===== src/rtl/t_utils_pkg.sv =====
// Shared constants and helpers for the four-way buffered demultiplexer.
package t_utils_pkg;

  localparam int NUM_CH = 4;
  localparam int SEL_W  = 2;
  localparam int CNT_W  = 16;

  // One-hot decode of a channel select; an unknown select enables no channel.
  function automatic logic [NUM_CH-1:0] sel_decode(input logic [SEL_W-1:0] sel);
    logic [NUM_CH-1:0] onehot;
    case (sel)
      2'd0:    onehot = 4'b0001;
      2'd1:    onehot = 4'b0010;
      2'd2:    onehot = 4'b0100;
      2'd3:    onehot = 4'b1000;
      default: onehot = 4'b0000;
    endcase
    return onehot;
  endfunction

endpackage


===== src/rtl/demux_slot.sv =====
// One-entry holding register with a full flag for a single output channel.
// A load in the same cycle as a take wins, so the slot reloads and stays full.
module demux_slot #(
  parameter int width = 32
) (
  input  logic             clk,
  input  logic             rst,
  input  logic             load,
  input  logic [width-1:0] data_in,
  input  logic             take,
  output logic             valid,
  output logic [width-1:0] data_out
);

  // Full flag and payload register; data holds its last value when not loaded.
  always_ff @(posedge clk) begin
    if (rst) begin
      valid    <= 1'b0;
      data_out <= '0;
    end else if (load) begin
      valid    <= 1'b1;
      data_out <= data_in;
    end else if (take) begin
      valid    <= 1'b0;
      data_out <= data_out;
    end else begin
      valid    <= valid;
      data_out <= data_out;
    end
  end

endmodule


===== src/rtl/demux4_buf.sv =====
// Four-way buffered demultiplexer: steers one valid/ready stream into four
// one-entry channel slots chosen per beat by in_sel. Backpressure is per
// channel, so a stalled consumer only blocks beats addressed to it.
// Optional feature macro: DEMUX4_CNT_EN adds per-channel 16-bit accepted-beat
// counters on out_cnt.
module demux4_buf
  import t_utils_pkg::*;
#(
  parameter int width = 32
) (
  input  logic                    clk,
  input  logic                    rst,
  input  logic [width-1:0]        in_data,
  input  logic [SEL_W-1:0]        in_sel,
  input  logic                    in_valid,
  output logic                    in_ready,
  output logic [NUM_CH*width-1:0] out_data,
  output logic [NUM_CH-1:0]       out_valid,
  input  logic [NUM_CH-1:0]       out_ready
`ifdef DEMUX4_CNT_EN
  ,
  output logic [NUM_CH*CNT_W-1:0] out_cnt
`endif
);

  logic [NUM_CH-1:0] full_s;
  logic [NUM_CH-1:0] avail_s;
  logic [NUM_CH-1:0] load_s;

  // A slot can take a beat when empty or when its current beat drains this cycle.
  assign avail_s   = ~full_s | out_ready;
  assign out_valid = full_s;

  // 4:1 select of the addressed channel's availability.
  always_comb begin
    in_ready = 1'b0;
    case (in_sel)
      2'd0:    in_ready = avail_s[0];
      2'd1:    in_ready = avail_s[1];
      2'd2:    in_ready = avail_s[2];
      2'd3:    in_ready = avail_s[3];
      default: in_ready = 1'b0;
    endcase
  end

  assign load_s = sel_decode(in_sel) & {NUM_CH{in_valid & in_ready}};

  for (genvar g = 0; g < NUM_CH; g++) begin : g_slot
    demux_slot #(
      .width(width)
    ) u_slot (
      .clk     (clk),
      .rst     (rst),
      .load    (load_s[g]),
      .data_in (in_data),
      .take    (out_ready[g]),
      .valid   (full_s[g]),
      .data_out(out_data[g*width +: width])
    );
  end

`ifdef DEMUX4_CNT_EN
  logic [CNT_W-1:0] cnt_r [NUM_CH];

  // Per-channel accepted-beat counters, wrapping naturally at 2^CNT_W.
  always_ff @(posedge clk) begin
    if (rst) begin
      for (int i = 0; i < NUM_CH; i++) cnt_r[i] <= '0;
    end else begin
      for (int i = 0; i < NUM_CH; i++) begin
        if (load_s[i]) cnt_r[i] <= cnt_r[i] + CNT_W'(1);
        else           cnt_r[i] <= cnt_r[i];
      end
    end
  end

  for (genvar g = 0; g < NUM_CH; g++) begin : g_cnt
    assign out_cnt[g*CNT_W +: CNT_W] = cnt_r[g];
  end
`endif

endmodule


===== config.mk =====
export PLATFORM = sky130hd
export DESIGN_NAME = demux4_buf
export DESIGN_NICKNAME = d
export VERILOG_FILES = /design/src/rtl/t_utils_pkg.sv /design/src/rtl/demux_slot.sv /design/src/rtl/demux4_buf.sv
export SDC_FILE = /design/constraint.sdc
export NUM_CORES = 1
export LEC_CHECK = 0
export CAP_MARGIN = 20
export CORE_ASPECT_RATIO = 0.6
export CORE_MARGIN = 10
export CORE_UTILIZATION = 47
export CTS_BUF_LIST = sky130_fd_sc_hd__clkbuf_4 sky130_fd_sc_hd__clkbuf_8
export DETAILED_ROUTE_END_ITERATION = 12
export PLACE_DENSITY_LB_ADDON = 0.08
export REMOVE_ABC_BUFFERS = 1
export SETUP_SLACK_MARGIN = 0.2
export SYNTH_ARGS = -nofsm -noshare
export SYNTH_HDL_FRONTEND = slang
export SYNTH_SLANG_ARGS = --single-unit

===== constraint.sdc =====
create_clock -name clk -period 1.6 [get_ports clk]
set_input_delay 0.32 -clock clk [delete_from_list [all_inputs] [get_ports clk]]
set_output_delay 0.32 -clock clk [all_outputs]
set_load 0.01 [all_outputs]

# After elaboration in Yosys (flattened, before gate mapping)
# Index checks and enable logic that the tools add are counted.
op_classes:
  add_sub_neg: 0
  mul: 0
  div: 0
  magnitude_cmp: 0
  n_eq_ne: 3
  n_shift: 0
  mux: 10
  bitwise: 4
  n_reduce_logical: 5
op_table:
  columns: ["op", "n"]
  rows:
  - ["4-bit one-hot mux with 4 select lines", 1]
  - ["1-bit 2-to-1 mux", 8]
  - ["2-bit nonzero test", 4]
  - ["4-bit AND", 1]
  - ["2-bit equality test, second input constant", 2]
  - ["4-bit NOT", 1]
  - ["4-bit bitwise OR", 1]
  - ["1-bit one-hot mux with 4 select lines", 1]
  - ["2-bit by 1-bit equality test with 1-bit output, second input constant", 1]
  - ["2-bit zero test", 1]
  - ["1-bit AND", 1]
totals:
  ff_bits: 132
  latchBits: 0
  mem_bits_rw: 0
  romBits: 0
  input_bits: 41
  out_inout_bits: 133
  word_cells: 30
  mem_count: 0

# Longest topological paths before layout
depth:
  word_depth: 6
  depth_mapped: 5
  ltp_nobuf: 3

# Cells and area by module
# A second synthesis with hierarchy kept.
hier_totals:
  cells_unflattened: 441
  area_unflattened_um2: 4921.0
by_module_without_submodules:
  columns: ["mod", "n_inst", "cells_each", "area_each_um2", "seq_area_each_um2"]
  rows:
  - ["demux_slot", 4, 108, 1204.9, 660.6]
  - ["demux4_buf", 1, 9, 101.3, 0.0]

# Worst setup path after synthesis
# OpenSTA, ideal clock, no wires.
synth_path:
  kind: "register to output"
  startpoint: "register g_slot[1].u_slot.valid"
  endpoint: "output in_ready"
  t_arrival_ns: 1.075
  setup_slack_ns: 0.205
  path_stages_with_launch: 3
  path_cell_list: "dfxtp_1 or2b_1 mux4_1"
synth_via:
  elab_chain_cells: 3
synth_lines:
  columns: ["element", "line", "text"]
  rows:
  - ["from (decl)", "demux_slot.sv:11", "output logic valid,"]
  - ["from (signal assigned)", "demux_slot.sv:27", "valid <= valid;"]
  - ["4-bit NOT", "demux4_buf.sv:31", "assign avail_s = ~full_s | out_ready;"]
  - ["4-bit bitwise OR", "demux4_buf.sv:31", null]
  - ["1-bit one-hot mux with 4 select lines", "demux4_buf.sv:37", "case (in_sel)"]
  - ["to (decl)", "demux4_buf.sv:16", "output logic in_ready,"]
# Every way passes these cells.

# Final worst setup path
layout_path:
  startpoint: "input out_ready[1]"
  endpoint: "output in_ready"
layout_via:
  elab_chain_cells: 2
layout_lines:
  columns: ["element", "line", "text"]
  rows:
  - ["from (decl)", "demux4_buf.sv:19", "input logic [NUM_CH-1:0] out_ready"]
  - ["4-bit bitwise OR", "demux4_buf.sv:31", null]
  - ["1-bit one-hot mux with 4 select lines", "demux4_buf.sv:37", null]
# Every way passes these cells.

==> reports/metrics.cfg <==
[critical_path]
reg2reg_to=g_slot[1].u_slot.data_out[21]
crit_path_end_kind=output port
reg2reg_slack_ns=0.17
reg2reg_from=g_slot[1].u_slot.valid
cpPeakStageDelay_ns=0.45
cp_slowest_cell=mux4_2
worstPathArrival_ns=1.61
crit_buf_inv=2
startpoint_type=input port
cp_cell_sequence=clkdlybuf4s50_1 -> or2b_1 -> mux4_2 -> buf_2
critPathTopFamily=buffers and inverters
crit_fanout=2
required_ns=1.28
cp-startpoint=out_ready[1]
rr_worst_depth=5
path_class=input port to output port

[status]
outcome=finished with violations
violations=setup timing

[timing]
fin_crit_sh=1.20
slew_headroom=0.746
min_period_ns=1.93
final.setup_skew_ns=0.0110
rsz0062_at_grt=yes
drv_slew=0
hold_viol=0
setup_viol=1
worstMarginPinSlew_ns=0.382
clock.fmax_ghz=0.519
fin_ws_ns=-0.327

[route]
vias=3937
drcViolationCount=0
vias_per_cell=4.87
drt_wl_total_um=14200
first_iter_violations=123
first_pass_iters=4
ant_nets=0
wl_per_cell_um=17.5

[logic_synthesis]
yosys_warnings=0
synth_top_cell_area_share=0.502
synth_top_area_cell=dfxtp_1
synth-seq-area-share=0.502
synth_cells=476
yosysUniqueCellTypes=18
syn_area_per_cell_um2=11.1
yosys-top-cells-area=dfxtp_1 50%, mux2i_1 24%, nand2b_1 19%
mappedNetlistArea_mm2=0.00527
synth_seq_cells=132

[layout]
drive_above_1_share=0.172
fillers=833
final_net_count=697
final_area_mm2=0.00745
area_growth_pct=41.5
finalNonFillerCells=808
diodes=0

[placement]
gp_congestion=0.801
dp.cells=772
placed_area_mm2=0.00719
place_hpwl_um=10100
port_buffers=173

[hold_path]
min_from=rst
hold_depth=3
min_path_type=input port to flip-flop
worstHoldEndpoint=g_slot[2].u_slot.valid

[global_routing]
grt.overflow.total=0
track_usage=0.173
grt_pass1_vias=4098
antenna_found_initial=0
grt_pass1_wl_um=22000
grt_max_degree=125

[die]
coreArea_mm2=0.0107
initial_utilization=0.490
die-area_mm2=0.0160
die_x_um=157
pin_count=174
fp.dieH_um=102
num_rows=29

[pwr]
power.leakage_nw=3.47
ir_drop_mv=0.601
power_density_mw_per_mm2=971

[clock_network]
ctsHoldBuffers=0
clkTransAtPathRegs_ns=0.08
clock_sinks=132
htree_levels=4
clockBufferDepth=2
cts_tree=built
cts_inserted_buffers=17
worstSkewPairLatency_ns=0.43
root_buffer=clkbuf_8

[run]
maxCapViolCount=0

[placed cells by master, fill, tap and decap left out, types with 2 or more instances in the layout]
master	count
clkbuf_4	2
a21oi_1	4
buf_4	15
buf_6	3
nand2b_1	164
clkbuf_2	41
dfxtp_1	131
bufinv_16	3
buf_12	4
mux2i_1	127
clkbuf_8	19
clkdlybuf4s15_1	78
buf_2	7
buf_8	2
clkdlybuf4s15_2	2
clkdlybuf4s50_1	38
dlygate4sd2_1	6
clkinv_4	2
clkinvlp_4	4
[kinds of logic after synthesis]
family                 share of synthesized area
AOI/OAI and AO/OA                        0.00380
buffers and inverters                     0.0399
DFF                                        0.502
muxes                                      0.248
and+or+nand+nor                            0.206
[repair_timing]
item | CTS | global route
pin swaps | 0 | 1
cloned | 0 | 2
endpoints found under the setup margin | 134 | 127
buffers inserted | 0 | 2
resized for setup | 203 | 127
[worst max path at each step]
stage	cells after the start	end
2_1_floorplan	3	g_slot[1].u_slot.data_out[0]
3_3_place_gp	4	in_ready
3_5_place_dp	4	in_ready
4_1_cts	3	in_ready
5_1_grt	3	in_ready
6_report	4	in_ready
[cells in the mapped netlist (all sizes together)]
library cell and count:
nand2 2, nor3 1, or3 1, nor2b 2, a21oi 4, mux4 1, clkbuf 18, buf 19
or2b 1, nor3b 1, nand4b 1, nand2b 164, dfxtp 132, nand3 1, mux2i 128
[where the power goes]
group | switching (mW) | total (mW) | internal [mW]
combinational | 0.356 | 0.772 | 0.417
sequential | 0.0649 | 3.47 | 3.40
clock | 1.33 | 3.00 | 1.67
total | 1.75 | 7.23 | 5.48
[worst reg2reg max path, delay by kind of cell, from the launching register on]
| kind | cells | cell delay, ns |
|---|---|---|
| buf+inv | 2 | 0.28 |
| flops | 1 | 0.32 |
| mux | 1 | 0.15 |
| simple gates | 2 | 0.56 |
[through the flow]
step	utilization	setup WS [ns]	hold WS [ns]	setup TNS, ns	power, mW
after CTS	0.699	-0.341	0.404	-0.341	7.28
after detailed placement	0.669	-0.695	0.460	-19.57	4.38
after floorplan	-	-1.05	0.389	-52.26	3.89
after global placement	0.669	-0.667	0.458	-16.26	4.36
after global routing	0.694	-0.379	0.433	-0.379	7.51
final	0.694	-0.327	0.439	-0.327	7.23
[routing by layer]
layer / vias to the layer above / share of wire / track usage
met1: 1897 / 0.44 / 0.201
met2: 108 / 0.46 / 0.281
met3: 10 / 0.089 / 0.0831
met5: - / 0 / 0
met4: 0 / 0.0067 / 0.0477
li1: 1922 / - / -
[state kept, by name, indices dropped and copies added, names as in the netlist]
name and flops:
g_slot.u_slot.data_out 128, g_slot.u_slot.valid 4
[layout make-up]
type / count / area (um^2) / share of cell area
flip-flops and latches: 132 / 2640 / 0.355
multi-input cells: 307 / 2430 / 0.327
repair buffers: 198 / 1770 / 0.238
clock buffers: 21 / 277 / 0.0371
well taps: 139 / 174 / 0.0233
clock inverters: 11 / 151 / 0.0203
Power figures use the tool's default switching activity.
